### config.mk
export PLATFORM = sky130hd
export DESIGN_NAME = fetch_stage
export DESIGN_NICKNAME = d
export VERILOG_FILES = /design/src/rtl/fetch_pkg.sv /design/src/rtl/if_id_reg.sv /design/src/rtl/fetch_stage.sv
export SDC_FILE = /design/constraint.sdc
export NUM_CORES = 1
export LEC_CHECK = 0
export CORE_ASPECT_RATIO = 0.6
export CORE_MARGIN = 4
export CORE_UTILIZATION = 50
export CTS_CLUSTER_SIZE = 12
export DETAILED_ROUTE_END_ITERATION = 10
export PLACE_DENSITY = 0.85
export SLEW_MARGIN = 10
export SYNTH_ARGS = -nofsm -noshare
export SYNTH_HDL_FRONTEND = slang
export SYNTH_SLANG_ARGS = --single-unit
### constraint.sdc
create_clock -name clk_i -period 2.5 [get_ports clk_i]
set_input_delay 0.5 -clock clk_i [delete_from_list [all_inputs] [get_ports clk_i]]
set_output_delay 0.5 -clock clk_i [all_outputs]
set_load 0.05 [all_outputs]
### src/rtl/fetch_pkg.sv
// Shared definitions for the instruction-fetch stage: state encoding,
// PC step and the default bubble instruction.
package fetch_pkg;

  typedef enum logic [1:0] {
    IDLE = 2'd0,
    BUSY = 2'd1,
    DROP = 2'd2,
    FULL = 2'd3
  } fetch_state_e;

  localparam logic [31:0] PC_STEP           = 32'd4;
  localparam logic [31:0] DEFAULT_NOP_INSTR = 32'h0000_0013;

  // Instruction addresses are word aligned; the low two bits are ignored.
  function automatic logic [31:0] align_pc(input logic [31:0] addr);
    return addr & 32'hFFFF_FFFC;
  endfunction

endpackage

### src/rtl/if_id_reg.sv
// IF/ID pipeline register. Priority: reset, flush, stall (hold), load,
// otherwise a bubble. The instruction field is forced to the NOP value
// whenever the entry is invalid so the output never needs a mux.
import fetch_pkg::*;

module if_id_reg #(
  parameter logic [31:0] NOP_INSTR = DEFAULT_NOP_INSTR
) (
  input  logic        clk_i,
  input  logic        rst_n_i,
  input  logic        flush_i,
  input  logic        stall_i,
  input  logic        load_i,
  input  logic [31:0] load_pc_i,
  input  logic [31:0] load_instr_i,
  output logic        valid_o,
  output logic [31:0] pc_o,
  output logic [31:0] instr_o
);

  logic        valid_r;
  logic [31:0] pc_r;
  logic [31:0] instr_r;

  // IF/ID state update with flush > stall > load > bubble priority.
  always_ff @(posedge clk_i) begin
    if (!rst_n_i) begin
      valid_r <= 1'b0;
      pc_r    <= 32'h0000_0000;
      instr_r <= NOP_INSTR;
    end else if (flush_i) begin
      valid_r <= 1'b0;
      pc_r    <= pc_r;
      instr_r <= NOP_INSTR;
    end else if (stall_i) begin
      valid_r <= valid_r;
      pc_r    <= pc_r;
      instr_r <= instr_r;
    end else if (load_i) begin
      valid_r <= 1'b1;
      pc_r    <= load_pc_i;
      instr_r <= load_instr_i;
    end else begin
      valid_r <= 1'b0;
      pc_r    <= pc_r;
      instr_r <= NOP_INSTR;
    end
  end

  assign valid_o = valid_r;
  assign pc_o    = pc_r;
  assign instr_o = instr_r;

endmodule

### src/rtl/fetch_stage.sv
// Instruction-fetch stage: program counter, req/ack instruction-memory
// handshake, one-entry skid buffer for responses landing during a decode
// stall, and the IF/ID register feeding decode and the branch predictor.
import fetch_pkg::*;

module fetch_stage #(
  parameter logic [31:0] RESET_PC  = 32'h0000_0000,
  parameter logic [31:0] NOP_INSTR = DEFAULT_NOP_INSTR
) (
  input  logic        clk_i,
  input  logic        rst_n_i,
  input  logic        pc_control_i,
  input  logic [31:0] pc_address_i,
  input  logic        if_id_flush_i,
  input  logic        stall_i,
  output logic        imem_req_o,
  output logic [31:0] imem_addr_o,
  input  logic        imem_ack_i,
  input  logic [31:0] imem_rdata_i,
  output logic        id_valid_o,
  output logic [31:0] id_pc_o,
  output logic [31:0] id_instr_o
);

  fetch_state_e state_r, state_s;
  logic [31:0]  pc_r, pc_s;
  logic [31:0]  req_addr_r, req_addr_s;
  logic [31:0]  skid_pc_r, skid_pc_s;
  logic [31:0]  skid_instr_r, skid_instr_s;
  logic         req_r, req_s;

  logic [31:0]  target_s;
  logic         done_s;
  logic         load_s;
  logic [31:0]  load_pc_s;
  logic [31:0]  load_instr_s;
  logic         id_flush_s;

  assign target_s   = align_pc(pc_address_i);
  assign done_s     = req_r && imem_ack_i;
  assign id_flush_s = pc_control_i || if_id_flush_i;

  // Next-state, PC, request address, skid and IF/ID load decisions.
  always_comb begin
    state_s      = state_r;
    pc_s         = pc_r;
    req_addr_s   = req_addr_r;
    skid_pc_s    = skid_pc_r;
    skid_instr_s = skid_instr_r;
    load_s       = 1'b0;
    load_pc_s    = skid_pc_r;
    load_instr_s = skid_instr_r;

    case (state_r)
      IDLE: begin
        if (pc_control_i) begin
          pc_s = target_s;
        end else if (!stall_i) begin
          req_addr_s = pc_r;
          state_s    = BUSY;
        end else begin
          state_s = IDLE;
        end
      end

      BUSY: begin
        if (done_s) begin
          if (pc_control_i) begin
            // Response belongs to the old path: drop it.
            pc_s    = target_s;
            state_s = IDLE;
          end else if (stall_i) begin
            skid_pc_s    = req_addr_r;
            skid_instr_s = imem_rdata_i;
            pc_s         = pc_r + PC_STEP;
            state_s      = FULL;
          end else begin
            load_s       = 1'b1;
            load_pc_s    = req_addr_r;
            load_instr_s = imem_rdata_i;
            pc_s         = pc_r + PC_STEP;
            req_addr_s   = pc_r + PC_STEP;
          end
        end else if (pc_control_i) begin
          // Request must stay up with its address until acked.
          pc_s    = target_s;
          state_s = DROP;
        end else begin
          state_s = BUSY;
        end
      end

      DROP: begin
        if (pc_control_i) begin
          pc_s = target_s;
        end else begin
          pc_s = pc_r;
        end
        if (done_s) begin
          if (pc_control_i) begin
            req_addr_s = target_s;
          end else begin
            req_addr_s = pc_r;
          end
          state_s = BUSY;
        end else begin
          state_s = DROP;
        end
      end

      FULL: begin
        if (pc_control_i) begin
          pc_s    = target_s;
          state_s = IDLE;
        end else if (!stall_i) begin
          load_s     = 1'b1;
          req_addr_s = pc_r;
          state_s    = BUSY;
        end else begin
          state_s = FULL;
        end
      end

      default: begin
        state_s = IDLE;
      end
    endcase

    req_s = (state_s == BUSY) || (state_s == DROP);
  end

  // Fetch-side registers; the request strobe is registered from the next state.
  always_ff @(posedge clk_i) begin
    if (!rst_n_i) begin
      state_r      <= IDLE;
      pc_r         <= RESET_PC;
      req_addr_r   <= 32'h0000_0000;
      skid_pc_r    <= 32'h0000_0000;
      skid_instr_r <= 32'h0000_0000;
      req_r        <= 1'b0;
    end else begin
      state_r      <= state_s;
      pc_r         <= pc_s;
      req_addr_r   <= req_addr_s;
      skid_pc_r    <= skid_pc_s;
      skid_instr_r <= skid_instr_s;
      req_r        <= req_s;
    end
  end

  assign imem_req_o  = req_r;
  assign imem_addr_o = req_addr_r;

  if_id_reg #(
    .NOP_INSTR (NOP_INSTR)
  ) u_if_id_reg (
    .clk_i        (clk_i),
    .rst_n_i      (rst_n_i),
    .flush_i      (id_flush_s),
    .stall_i      (stall_i),
    .load_i       (load_s),
    .load_pc_i    (load_pc_s),
    .load_instr_i (load_instr_s),
    .valid_o      (id_valid_o),
    .pc_o         (id_pc_o),
    .instr_o      (id_instr_o)
  );

endmodule
Word-level counts from Yosys, hierarchy flattened
Cells that the tools add are included.
{"block": "totals", "inputBits": 70, "regBits": 196}
{"block": "classes", "mux": 33, "n_eq_ne": 11, "reduce_logical": 10, "addsub": 1, "bitwise_logic": 4}
{"operator": "$mux W32", "n": 16}
{"operator": "$pmux W32 S3", "n": 1}
{"operator": "$pmux W32 S2", "n": 1}
{"operator": "$add A32 B3 Y32 const B", "n": 1}
{"operator": "$mux W2", "n": 8}
{"operator": "$ne A2 B2 Y1 const B", "n": 6}
{"operator": "$pmux W2 S4", "n": 1}
{"operator": "$eq A2 B2 Y1 const B", "n": 3}
{"operator": "$reduce_and A6 Y1", "n": 1}
{"operator": "$mux W1", "n": 5}
{"operator": "$eq A2 B1 Y1 const B", "n": 2}
{"operator": "$not A1 Y1", "n": 4}
{"operator": "$reduce_and A4 Y1", "n": 1}
{"operator": "$reduce_or A2 Y1", "n": 2}
{"operator": "$reduce_and A3 Y1", "n": 1}
{"operator": "$reduce_or A3 Y1", "n": 1}
{"operator": "$logic_not A2 Y1", "n": 1}
{"operator": "$logic_or A1 B1 Y1", "n": 2}
{"operator": "$pmux W1 S2", "n": 1}
{"operator": "$logic_and A1 B1 Y1", "n": 1}

Depth between registers and ports, before layout
{"block": "depth", "depth_word": 6, "depth_mapped": 9}

Modules after synthesis
From an unflattened synthesis, not the netlist that was laid out.
{"block": "hier_totals", "hier_cells": 1167, "area_unflattened_um2": 9982.1}
{"mod": "fetch_stage", "seq_area_each_um2": 2622.5, "n_inst": 1, "area_each_um2": 7375.8, "cells_per_inst": 881}
{"mod": "if_id_reg", "seq_area_each_um2": 1301.2, "n_inst": 1, "area_each_um2": 2606.2, "cells_per_inst": 286}

Least setup slack after synthesis
Ideal clock, no wire load.
{"block": "synth_timing", "path_kind": "register to register", "startpoint": "register req_r, in the netlist imem_req_o", "endpoint": "register u_if_id_reg.instr_r[13], in the netlist u_if_id_reg.instr_o[13]", "setup_time_ns": 0.128, "slack_ns": 0.524, "stages_incl_launch_ff": 8, "arrival_time_ns": 1.849, "synth_period_minus_slack_ns": 1.976, "n_path_buf": 2, "path_cell_list": "dfxtp_1 -> nand3_2 -> nor2_1 -> buf_4 -> buf_4 -> mux2i_1 -> a2bb2oi_1 -> nor2_1"}
{"block": "synth_between", "elab_chain_cells": 4, "elab_cells_between_ends": 6, "cone_classes": "mux (5); reduce/logical (1)"}
{"element": "from (decl)", "line": "fetch_stage.sv:30", "text": "logic req_r, req_s;"}
{"element": "from (signal assigned)", "line": "fetch_stage.sv:147", "text": "req_r <= req_s;"}
{"element": "$logic_and A1 B1 Y1 (*)", "line": "fetch_stage.sv:40", "text": "assign done_s = req_r && imem_ack_i;"}
{"element": "$mux W1 / $mux W32 (equally long branches)", "line": "fetch_stage.sv:67", "text": "if (done_s) begin"}
{"element": "$pmux W1 S2 / $mux W32 (equally long branches)", "line": "fetch_stage.sv:54", "text": "case (state_r)"}
{"element": "$mux W32 (*)", "line": "if_id_reg.sv:39", "text": "end else if (load_i) begin"}
{"element": "to (signal assigned)", "line": "if_id_reg.sv:38", "text": "instr_r <= instr_r;"}
{"element": "to (signal assigned)", "line": "if_id_reg.sv:42", "text": "instr_r <= load_instr_i;"}
{"element": "to (decl)", "line": "if_id_reg.sv:23", "text": "logic [31:0] instr_r;"}
Mark *: on every way between the ends. The rest lies on a longest branch, timed or not.
A chain may end at the register's enable or synchronous reset.

Final worst setup path
{"block": "layout_timing", "startpoint": "register req_addr_r[21], in the netlist imem_addr_o[21]", "endpoint": "output port imem_addr_o[21]"}
{"element": "from (decl)", "line": "fetch_stage.sv:27", "text": "logic [31:0] req_addr_r, req_addr_s;"}
{"element": "from (signal assigned)", "line": "fetch_stage.sv:144", "text": "req_addr_r <= req_addr_s;"}
{"element": "to (decl)", "line": "fetch_stage.sv:17", "text": "output logic [31:0] imem_addr_o,"}
No word-level cell between the ends.

==> summary.txt <==
Cells and area
  – Syn-to-layout area delta: 27.7%
  – Final instance area: 11800 um^2
  – Final nets: 1305
  – # diodes: 0
  – Layout cells sized above 1: 0.0805
  – Non-Filler Instances: 1483

Critical path
  – Slowest CP cell: clkdlybuf4s50_1
  – R2r setup slk: 210 ps
  – Critical R2R Capture: pc_r[23]
  – Reg2reg start: state_r[0]
  – Critical path buffers and inverters: 1
  – Worst setup path end: imem_addr_o[21]
  – CP max FO: 5
  – CP peak stage delay: 890 ps
  – Top delay family on crit path: buffers and inverters
  – Startpoint types: register
  – Critical Path Start: imem_addr_o[21]
  – Critical path class: reg2out
  – Reg2Reg Depth: 7
  – Arr. time, crit path: 1880 ps
  – Required time worst endpoint: 2000 ps
  – Worst setup EP type: primary output
  – Critical path cell sequence: clkdlybuf4s50_1
  – Cell depth of the worst setup path: 1

Synth
  – Ys async rst share: 0
  – Cell area after synthesis: 9240 um^2
  – Synth area leader: dfxtp_1
  – Cells after Synth: 1097
  – Syn nets: 1172
  – Register area share after synthesis: 0.425
  – Post-synth EDFFs: 0
  – XOR/XNOR Fraction of Synth Area: 0.0474
  – Post-synthesis compound-gate area fraction: 0.207
  – Area contributors post-synth: dfxtp_1 42%, mux2i_1 7.9%, nand2_1 6.6%
  – Synth Flop Type: dfxtp_1
  – Warning count from the yosys run: 0
  – Synthesized area per cell: 8.43 um^2
  – Most common cell in the netlist: dfxtp_1
  – Most frequent cells after synthesis: 196 x dfxtp_1, 163 x nand2_1, 109 x a21oi_1
  – Simple-gate portion of the synthesized area: 0.175
  – Largest family of logic cells by synthesized area: compound AO/OA/AOI/OAI gates
  – Post-Synth Adder-Cell Area: 0.00677
  – Mux cell area share after synthesis: 0.0864
  – Synth Register Bits: 196
  – Post-synth cell types: 60
  – Proportion of netlist area held by the largest area contributor: 0.425

Die
  – Die W: 184 um
  – Die Y: 113 um
  – Die Area: 20800 um^2
  – Core area: 18100 um^2
  – Initial cell density of the core: 0.510
  – I/O Pins: 168
  – FP Rows: 38

Global routing
  – Largest net degree at the start of global routing: 97
  – Total Routing Usage GR: 0.256
  – Grt ovf: 0
  – First-pass GRT wire length: 43100 um
  – Vias in the first global route: 8059
  – Initial antenna violation count: 0

Routing
  – Routed length per placed instance: 18.4 um
  – DR vias: 8775
  – Antenna Nets Post-Route: 0
  – DRC Markers: 0
  – Detailed Route WL: 27300 um
  – Drt first pass iters: 6
  – Vias per inst: 5.92
  – Iter 0 DRT Violations: 1383

Power and ir drop
  – Pwr Density: 665 nW/um^2
  – Part of the power in registers: 0.446
  – Int Pwr: 5.22 mW
  – Clk network pwr share: 0.343
  – Switching share of total power: 0.336
  – Net Sw Power: 2.64 mW
  – Peak supply drop: 563 uV
  – Static leakage: 3.76 nW
  – Comb pwr share: 0.212

STA
  – Worst Clk Skew: 11.3 ps
  – Final Max Slew Viols: 0
  – F_max: 420 MHz
  – # setup viols final: 0
  – Worst hold margin: 455 ps
  – Worst-Margin Slew: 811 ps
  – Hold Vio Cnt, Final: 0
  – Final period utilization: 0.952
  – Unrepaired setup endpoints after global routing: false
  – Slew HR: 0.457
  – Crit path time final: 2380 ps

Clocking
  – Num CTS Buffers: 17
  – CTS tree: built
  – Worst skew pair latency: 430 ps
  – CTS Sinks: 196
  – Root buffer cell: clkbuf_16
  – Htree depth: 4
  – Clk slew on worst S/H paths: 70 ps
  – Max clock buf depth: 2

Placement
  – I/O Buffers: 165
  – Final GP Congestion: 0.992
  – Post-DP HPWL: 19100 um
  – Placed cells: 1451
  – DP Area: 11200 um^2

Run status
  – Outcome: completed

Job
  – Max-cap violations: 0

Hold path
  – Hold Crit Class: reg2reg
==> placed cells by master (no fill, tap or decap), types with 17 or more instances in the layout <==
master and count:
a211oi_1 42, a21oi_1 109, a2bb2oi_1 29, buf_4 32, clkbuf_16 17, clkdlybuf4s50_1 165
dfxtp_1 196, inv_1 21, mux2i_1 73, nand2_1 162, nand3_1 25, nand4_1 17
nor2_1 94, o21ai_0 51, o22ai_1 27, xnor2_1 37
==> final cells by class <==
class                           count  area [um^2]
Clock buffer                       18          429
Clock inverter                     14          158
Fill cell                        1459         6310
Inverter                           22         85.1
Multi-Input combinational cell    788         4850
Sequential cell                   196         3920
Tap cell                          240          300
Timing Repair Buffer              205         2050
==> kinds of logic (layout without fill, tap and decap cells) <==
family                   after synthesis  count (layout)
AND/OR/NAND/NOR                      349             349
AO/OA/AOI/OAI                        305             305
flip-flops                           196             196
buffers and inverters                113             259
multiplexers                          79              79
XOR/XNOR                              50              50
adder cells (fa/ha/maj)                5               5
==> per-stage QoR <==
stage | worst slack, ps | utilization | power, mW | TNS, ps
floorplan | 524 | - | 4.50 | 0
global placement | 28.1 | 0.619 | 5.14 | 0
detailed placement | -131 | 0.619 | 5.18 | -1310
CTS | 117 | 0.651 | 7.85 | 0
global route | 49.8 | 0.652 | 8.13 | 0
finish | 120 | 0.652 | 7.85 | 0
==> sequential cells by signal (all words and copies together) (netlist names) <==
name	flops
imem_addr_o	32
pc_r	32
skid_instr_r	32
skid_pc_r	32
u_if_id_reg.instr_o	32
u_if_id_reg.pc_o	32
state_r	2
imem_req_o	1
u_if_id_reg.valid_o	1
==> how the worst min path moves through the flow <==
stage / from / end / slack [ps] / cells after the start
after floorplan: skid_instr_r[0] / skid_instr_r[0] / 430 / 2
after global placement: skid_instr_r[4] / skid_instr_r[4] / 440 / 2
after detailed placement: skid_pc_r[23] / skid_pc_r[23] / 450 / 2
after CTS: skid_pc_r[23] / skid_pc_r[23] / 460 / 2
after global routing: skid_pc_r[23] / skid_pc_r[23] / 470 / 2
final: skid_pc_r[18] / skid_pc_r[18] / 450 / 2
==> power by group through the flow <==
stage | clock network, mW | registers [mW] | logic, mW
final | 2.69 | 3.50 | 1.66
after global routing | 2.86 | 3.52 | 1.75
after CTS | 2.73 | 3.49 | 1.64
after floorplan | 0 | 3.80 | 0.701
after global placement | 0 | 3.55 | 1.59
after detailed placement | 0 | 3.56 | 1.63
==> repair_timing <==
action / CTS / global route
buffers inserted: 0 / 0
resized for setup: 0 / 1
endpoints found under the hold margin: 0 / 0
endpoints found under the setup margin: 0 / 11
hold buffers: 0 / 0
==> per-layer routing <==
layer	GRT usage	share of wire	vias to the layer above	wire length [um]
li1	-	-	4164	-
met5	0	0	-	0
met3	0.0639	0.11	41	2980
met1	0.386	0.46	4107	12600
met4	0.0665	0.016	0	442
met2	0.362	0.41	463	11200
Note: power is estimated with default switching activity, not from simulation.
